<file path="src/rtl/uart_pkg.sv">
// Shared types and constants for the AES serial link UART (receiver and transmitter).
package uart_pkg;

    localparam int DATA_WIDTH = 8;

    typedef enum logic [2:0] {
        IDLE      = 3'd0,
        START     = 3'd1,
        DATA      = 3'd2,
        STOP      = 3'd3,
        WAIT_IDLE = 3'd4
    } rx_state_e;

    typedef enum logic [2:0] {
        TX_IDLE  = 3'd0,
        TX_START = 3'd1,
        TX_DATA  = 3'd2,
        TX_STOP  = 3'd3,
        TX_DONE  = 3'd4
    } tx_state_e;

endpackage

</file>
<file path="src/rtl/sync_2ff.sv">
// Generic two-flop synchroniser for a single asynchronous input bit.
module sync_2ff #(
    parameter logic RESET_VAL = 1'b0
) (
    input  logic clk,
    input  logic reset,
    input  logic d,
    output logic q
);

    logic meta_q;
    logic sync_q;

    // NOTE: sequential state uses non-blocking assignments so every flop samples pre-edge values.
    always_ff @(posedge clk or posedge reset) begin
        if (reset) begin
            meta_q <= RESET_VAL;
            sync_q <= RESET_VAL;
        end else begin
            meta_q <= d;
            sync_q <= meta_q;
        end
    end

    assign q = sync_q;

endmodule

</file>
<file path="src/rtl/uart_rx.sv">
// UART receiver: 1 start, 8 data LSB-first, 1 stop, no parity; samples every bit at mid-bit.
module uart_rx
    import uart_pkg::*;
#(
    parameter int CLKS_PER_BIT = 434
) (
    input  logic                  clk,
    input  logic                  reset,
    input  logic                  rx_serial_in,
    output logic [DATA_WIDTH-1:0] rx_byte_out,
    output logic                  rx_done,
    output logic                  rx_active,
    output logic                  rx_frame_err
);

    localparam int               CNT_W    = $clog2(CLKS_PER_BIT);
    localparam logic [CNT_W-1:0] HALF_BIT = CNT_W'((CLKS_PER_BIT - 1) / 2);
    localparam logic [CNT_W-1:0] LAST_CNT = CNT_W'(CLKS_PER_BIT - 1);
    localparam logic [CNT_W-1:0] CNT_ONE  = CNT_W'(1);

    rx_state_e             state_q, state_d;
    logic [CNT_W-1:0]      clk_count_q, clk_count_d;
    logic [2:0]            bit_index_q, bit_index_d;
    logic [DATA_WIDTH-1:0] shift_q, shift_d;
    logic [DATA_WIDTH-1:0] rx_byte_q, rx_byte_d;
    logic                  rx_done_q, rx_done_d;
    logic                  rx_active_q, rx_active_d;
    logic                  rx_frame_err_q, rx_frame_err_d;
    logic                  rx_s;
    logic                  half_end;
    logic                  bit_end;

    sync_2ff #(.RESET_VAL(1'b1)) u_sync (
        .clk   (clk),
        .reset (reset),
        .d     (rx_serial_in),
        .q     (rx_s)
    );

    assign half_end = (clk_count_q == HALF_BIT);
    assign bit_end  = (clk_count_q == LAST_CNT);

    always_ff @(posedge clk or posedge reset) begin
        if (reset) begin
            state_q        <= IDLE;
            clk_count_q    <= '0;
            bit_index_q    <= '0;
            shift_q        <= '0;
            rx_byte_q      <= '0;
            rx_done_q      <= 1'b0;
            rx_active_q    <= 1'b0;
            rx_frame_err_q <= 1'b0;
        end else begin
            state_q        <= state_d;
            clk_count_q    <= clk_count_d;
            bit_index_q    <= bit_index_d;
            shift_q        <= shift_d;
            rx_byte_q      <= rx_byte_d;
            rx_done_q      <= rx_done_d;
            rx_active_q    <= rx_active_d;
            rx_frame_err_q <= rx_frame_err_d;
        end
    end

    // NOTE: every always_comb output gets a default first, so no path can infer a latch.
    always_comb begin
        state_d     = state_q;
        clk_count_d = clk_count_q;
        bit_index_d = bit_index_q;
        shift_d     = shift_q;
        case (state_q)
            IDLE: begin
                clk_count_d = '0;
                bit_index_d = '0;
                if (!rx_s) state_d = START;
            end
            START: begin
                if (half_end) begin
                    clk_count_d = '0;
                    bit_index_d = '0;
                    state_d     = rx_s ? IDLE : DATA;
                end else begin
                    clk_count_d = clk_count_q + CNT_ONE;
                end
            end
            DATA: begin
                if (bit_end) begin
                    clk_count_d          = '0;
                    shift_d[bit_index_q] = rx_s;
                    if (bit_index_q == 3'd7) begin
                        bit_index_d = '0;
                        state_d     = STOP;
                    end else begin
                        bit_index_d = bit_index_q + 3'd1;
                    end
                end else begin
                    clk_count_d = clk_count_q + CNT_ONE;
                end
            end
            STOP: begin
                if (bit_end) begin
                    clk_count_d = '0;
                    state_d     = rx_s ? IDLE : WAIT_IDLE;
                end else begin
                    clk_count_d = clk_count_q + CNT_ONE;
                end
            end
            WAIT_IDLE: begin
                // A held-low line must return high before another start bit is accepted.
                clk_count_d = '0;
                if (rx_s) state_d = IDLE;
            end
            default: begin
                state_d     = IDLE;
                clk_count_d = '0;
                bit_index_d = '0;
            end
        endcase
    end

    always_comb begin
        rx_byte_d      = rx_byte_q;
        rx_done_d      = 1'b0;
        rx_frame_err_d = 1'b0;
        rx_active_d    = (state_d == START) || (state_d == DATA) || (state_d == STOP);
        if ((state_q == STOP) && bit_end) begin
            if (rx_s) begin
                rx_byte_d = shift_q;
                rx_done_d = 1'b1;
            end else begin
                rx_frame_err_d = 1'b1;
            end
        end
    end

    assign rx_byte_out  = rx_byte_q;
    assign rx_done      = rx_done_q;
    assign rx_active    = rx_active_q;
    assign rx_frame_err = rx_frame_err_q;

endmodule

</file>
<file path="config.mk">
export PLATFORM = sky130hd
export DESIGN_NAME = uart_rx
export DESIGN_NICKNAME = d
export VERILOG_FILES = /design/src/rtl/uart_pkg.sv /design/src/rtl/sync_2ff.sv /design/src/rtl/uart_rx.sv
export SDC_FILE = /design/constraint.sdc
export NUM_CORES = 1
export LEC_CHECK = 0
export BUFFER_PORTS_ARGS = -buffer_cell sky130_fd_sc_hd__buf_2
export CORE_MARGIN = 5
export CORE_UTILIZATION = 45
export CTS_CLUSTER_DIAMETER = 60
export CTS_CLUSTER_SIZE = 8
export DETAILED_ROUTE_END_ITERATION = 6
export PLACE_DENSITY_LB_ADDON = 0.2
export SETUP_SLACK_MARGIN = 0.15
export SYNTH_ARGS = -nofsm -noshare
export SYNTH_HDL_FRONTEND = slang
export SYNTH_SLANG_ARGS = --single-unit
</file>
<file path="constraint.sdc">
create_clock -name clk -period 3.6 [get_ports clk]
set_clock_uncertainty 0.2 [all_clocks]
set_input_delay 0.18 -clock clk [delete_from_list [all_inputs] [get_ports clk]]
set_output_delay 0.18 -clock clk [all_outputs]
set_load 0.005 [all_outputs]
</file>
==> results.json <==
{
  "period_share_pct": 62.9,
  "ys_warn_count": 0,
  "hp-class": "reg2reg",
  "path_clk_slew_ns": 0.08,
  "synth_nets": 158,
  "cts_sinks": 36,
  "setup.worst_path.end_class": "flop",
  "dr.pass1.iters": 4,
  "grt_first_pass_wirelength_um": 5550,
  "synth.avg_cell_area_sq_um": 11.7,
  "num-fill-cells": 311,
  "async_reset_ff_share_pct": 100,
  "stdcell_area_sq_um": 2030,
  "cts_resized": 0,
  "cp_cell_sequence": "inv_1 -> ha_1 -> nand4bb_2 -> nor2_2 -> and4_1 -> mux2_2",
  "start_util_pct": 47.1,
  "die_area_sq_um": 5240,
  "antenna_found_initial": 0,
  "gp_congestion": 0.836,
  "grt_pass1_vias": 1184,
  "final.setup.tns_ns": 0,
  "htreeDepth": 2,
  "drtIter0Drc": 97,
  "clk_latency_ns": 0.29,
  "drcViolationCount": 0,
  "ys_ff_latch": 36,
  "synth-simple-area-share_pct": 21.4,
  "reg2reg_depth": 6,
  "synth-compound-area-share_pct": 6.29,
  "core-area_sq_um": 3720,
  "post_drt_wl_per_cell_um": 14.7,
  "synth_flop_cell": "dfrtp_1",
  "relSlewSlack_pct": 58.4,
  "slew_viol_final": 0,
  "tightestPinTransition_ns": 0.624,
  "post-place-ws_ns": 1.33,
  "cts_root_buffer": "clkbuf_8",
  "area_growth_syn_to_layout_pct": 15.7,
  "cpPeakStageDelay_ns": 0.46,
  "arrival_ns": 2.23,
  "nets": 173,
  "rows": 22,
  "powerDensity_nw_per_um2": 448,
  "cellLeakagePower_nw": 0.973,
  "synth_edf_count": 0,
  "crit_required_ns": 3.57,
  "grt-ovfl-total": 0,
  "synth_top_family_by_area": "simple AND/OR/NAND/NOR gates",
  "numCtsBuffers": 5,
  "critPathMaxFanout": 8,
  "vias": 1172,
  "setup_viol": 0,
  "hold_depth": 0,
  "vias_per_cell": 5.48,
  "start_kind": "flop",
  "placed_area_sq_um": 1850,
  "rr_startpoint": "clk_count_q[1]",
  "hold_start": "u_sync.meta_q",
  "ios": 14,
  "hold_viol_final": 0,
  "netlist_area_sq_um": 1750,
  "drtAntennaViolNets": 0,
  "netlist_instances": 150,
  "synthAdderAreaFrac_pct": 3.57,
  "maxCapViolCount": 0,
  "routed_wl_um": 3150,
  "fin_crit_ns": 2.27,
  "vdd_drop_max_v": 0.000261,
  "synth_cell_types": 43,
  "seqCellArea_sq_um": 903,
  "cts_tree": "built",
  "critPathLaunch": "clk_count_q[1]",
  "drive_above_1_share_pct": 29.5,
  "rsz0062_at_grt": "false",
  "outcome": "complete, no violations",
  "hpwl_um": 2300,
  "fin_ws_ns": 1.33,
  "cts_buffer_depth": 2,
  "dieWidth_um": 72.4,
  "worstSetupPathType": "reg2reg",
  "max_clock_freq_mhz": 441,
  "multi_input_area_sq_um": 790,
  "track_usage_pct": 13.7,
  "diodes": 0,
  "synthMuxAreaShare_pct": 10.3,
  "synth_xor_area_share_pct": 3.50,
  "numPortBuffers": 13,
  "grt_start_max_net_pins": 21,
  "cp_slowest_cell": "and4_1",
  "ys_seq_area_share_pct": 51.6,
  "dieHeight_um": 72.4
}
-- power breakdown --
part | leakage [nW] | internal (W) | switching, W
Combinational | 0.419 | 0.00000320 | 0.00000835
Clock | 0.0784 | 0.000346 | 0.000141
Sequential | 0.476 | 0.000406 | 0.00000245
-- worst paths after layout --
check                      slack, ns        endpoint
max reg2reg                     1.33  rx_byte_out[7]
min                             0.16        u_sync.q
min in group asynchronous       0.31      shift_q[2]
max                             1.33  rx_byte_out[7]
max in group asynchronous       2.18  rx_byte_out[5]
min reg2reg                     0.16        u_sync.q
-- kinds of logic (layout without fill, tap and decap cells) --
| family | after synthesis | count (layout) |
|---|---|---|
| xor+xnor | 7 | 7 |
| simple gates | 57 | 57 |
| flops | 36 | 36 |
| fa+ha+maj | 5 | 5 |
| mux | 16 | 16 |
| buf+inv | 14 | 30 |
| compound gates | 15 | 15 |
-- timing repair --
item                                   4_1_cts  5_1_grt
endpoints found under the hold margin       15        0
hold buffers                                 2        0
buffers inserted                             0        0
-- stage by stage --
step | cells | hold WS (ns) | total power [W] | util, %
2_1_floorplan | 150 | -0.0155 | 0.000422 | -
3_3_place_gp | 204 | 0.0785 | 0.000427 | 49.7
3_5_place_dp | 204 | 0.0888 | 0.000427 | 49.7
4_1_cts | 214 | 0.159 | 0.000920 | 54.5
5_1_grt | 214 | 0.165 | 0.000942 | 54.5
6_report | 214 | 0.158 | 0.000908 | 54.5
-- layer usage --
metal | vias to the layer above | share of wire (%) | GRT usage (%)
met3 | 4 | 3.0 | 4.99
li1 | 570 | - | -
met1 | 577 | 49 | 17.5
met2 | 21 | 47 | 21.1
met4 | 0 | 1.4 | 5.33
met5 | - | 0 | 0
-- worst max-delay path: cells and delay by family (launching register included) --
kind,cells,cell delay (ns)
mux,1,0.39
buf+inv,1,0.08
fa+ha+maj,1,0.17
simple gates,3,0.91
flops,1,0.39
-- registers in the layout, indices dropped and copies added, names as in the netlist --
name / flops
u_sync.meta_q: 1
state_q: 3
rx_done: 1
rx_active: 1
u_sync.q: 1
shift_q: 8
bit_index_q: 3
rx_byte_out: 8
clk_count_q: 9
rx_frame_err: 1
-- cell type report --
type / count / area share, %
Multi-Input combinational cell: 100 / 39.0
Sequential cell: 36 / 44.6
Clock buffer: 5 / 3.40
Inverter: 6 / 1.11
Clock inverter: 3 / 4.44
Tap cell: 48 / 2.96
Timing Repair Buffer: 16 / 4.57
-- synth_stat cells, types with 2 or more instances --
master	instances	share of area [%]
nand4_1	2	0.71
nor3_1	4	1.1
a21oi_1	5	1.4
buf_2	2	0.57
xor2_1	3	1.5
dfrtp_1	34	49
nor2_1	14	3.0
dfstp_2	2	3.0
xnor2_1	4	2.0
nand2_1	5	1.1
buf_1	2	0.43
a221o_1	2	1.1
and4_1	2	1.0
inv_1	6	1.3
nand4b_1	3	1.5
ha_1	5	3.6
nor2b_1	4	1.4
nor4_1	2	0.71
a22oi_1	2	0.86
clkbuf_1	3	0.64
nand3_1	6	1.7
mux2_2	16	10
nor4b_1	2	1.0
-- cell usage in the layout (no fill, tap or decap), types with 2 or more instances in the layout --
cell           netlist  layout
mux2_2              16      16
inv_1                6       6
nand2_1              5       5
nor4_1               2       2
a21oi_1              5       5
nor4b_1              2       2
xor2_1               3       3
nor2b_1              4       4
and4_1               2       2
a221o_1              2       2
nand4b_1             3       3
a22oi_1              2       2
bufinv_16            0       3
nand3_1              6       6
ha_1                 5       5
nor2_1              14      14
dfrtp_1             34      34
xnor2_1              4       4
clkbuf_8             0       5
nor3_1               4       4
dfstp_2              2       2
dlygate4sd3_1        0       2
nand4_1              2       2
buf_2                2      13
Power figures use the tool's default switching activity.
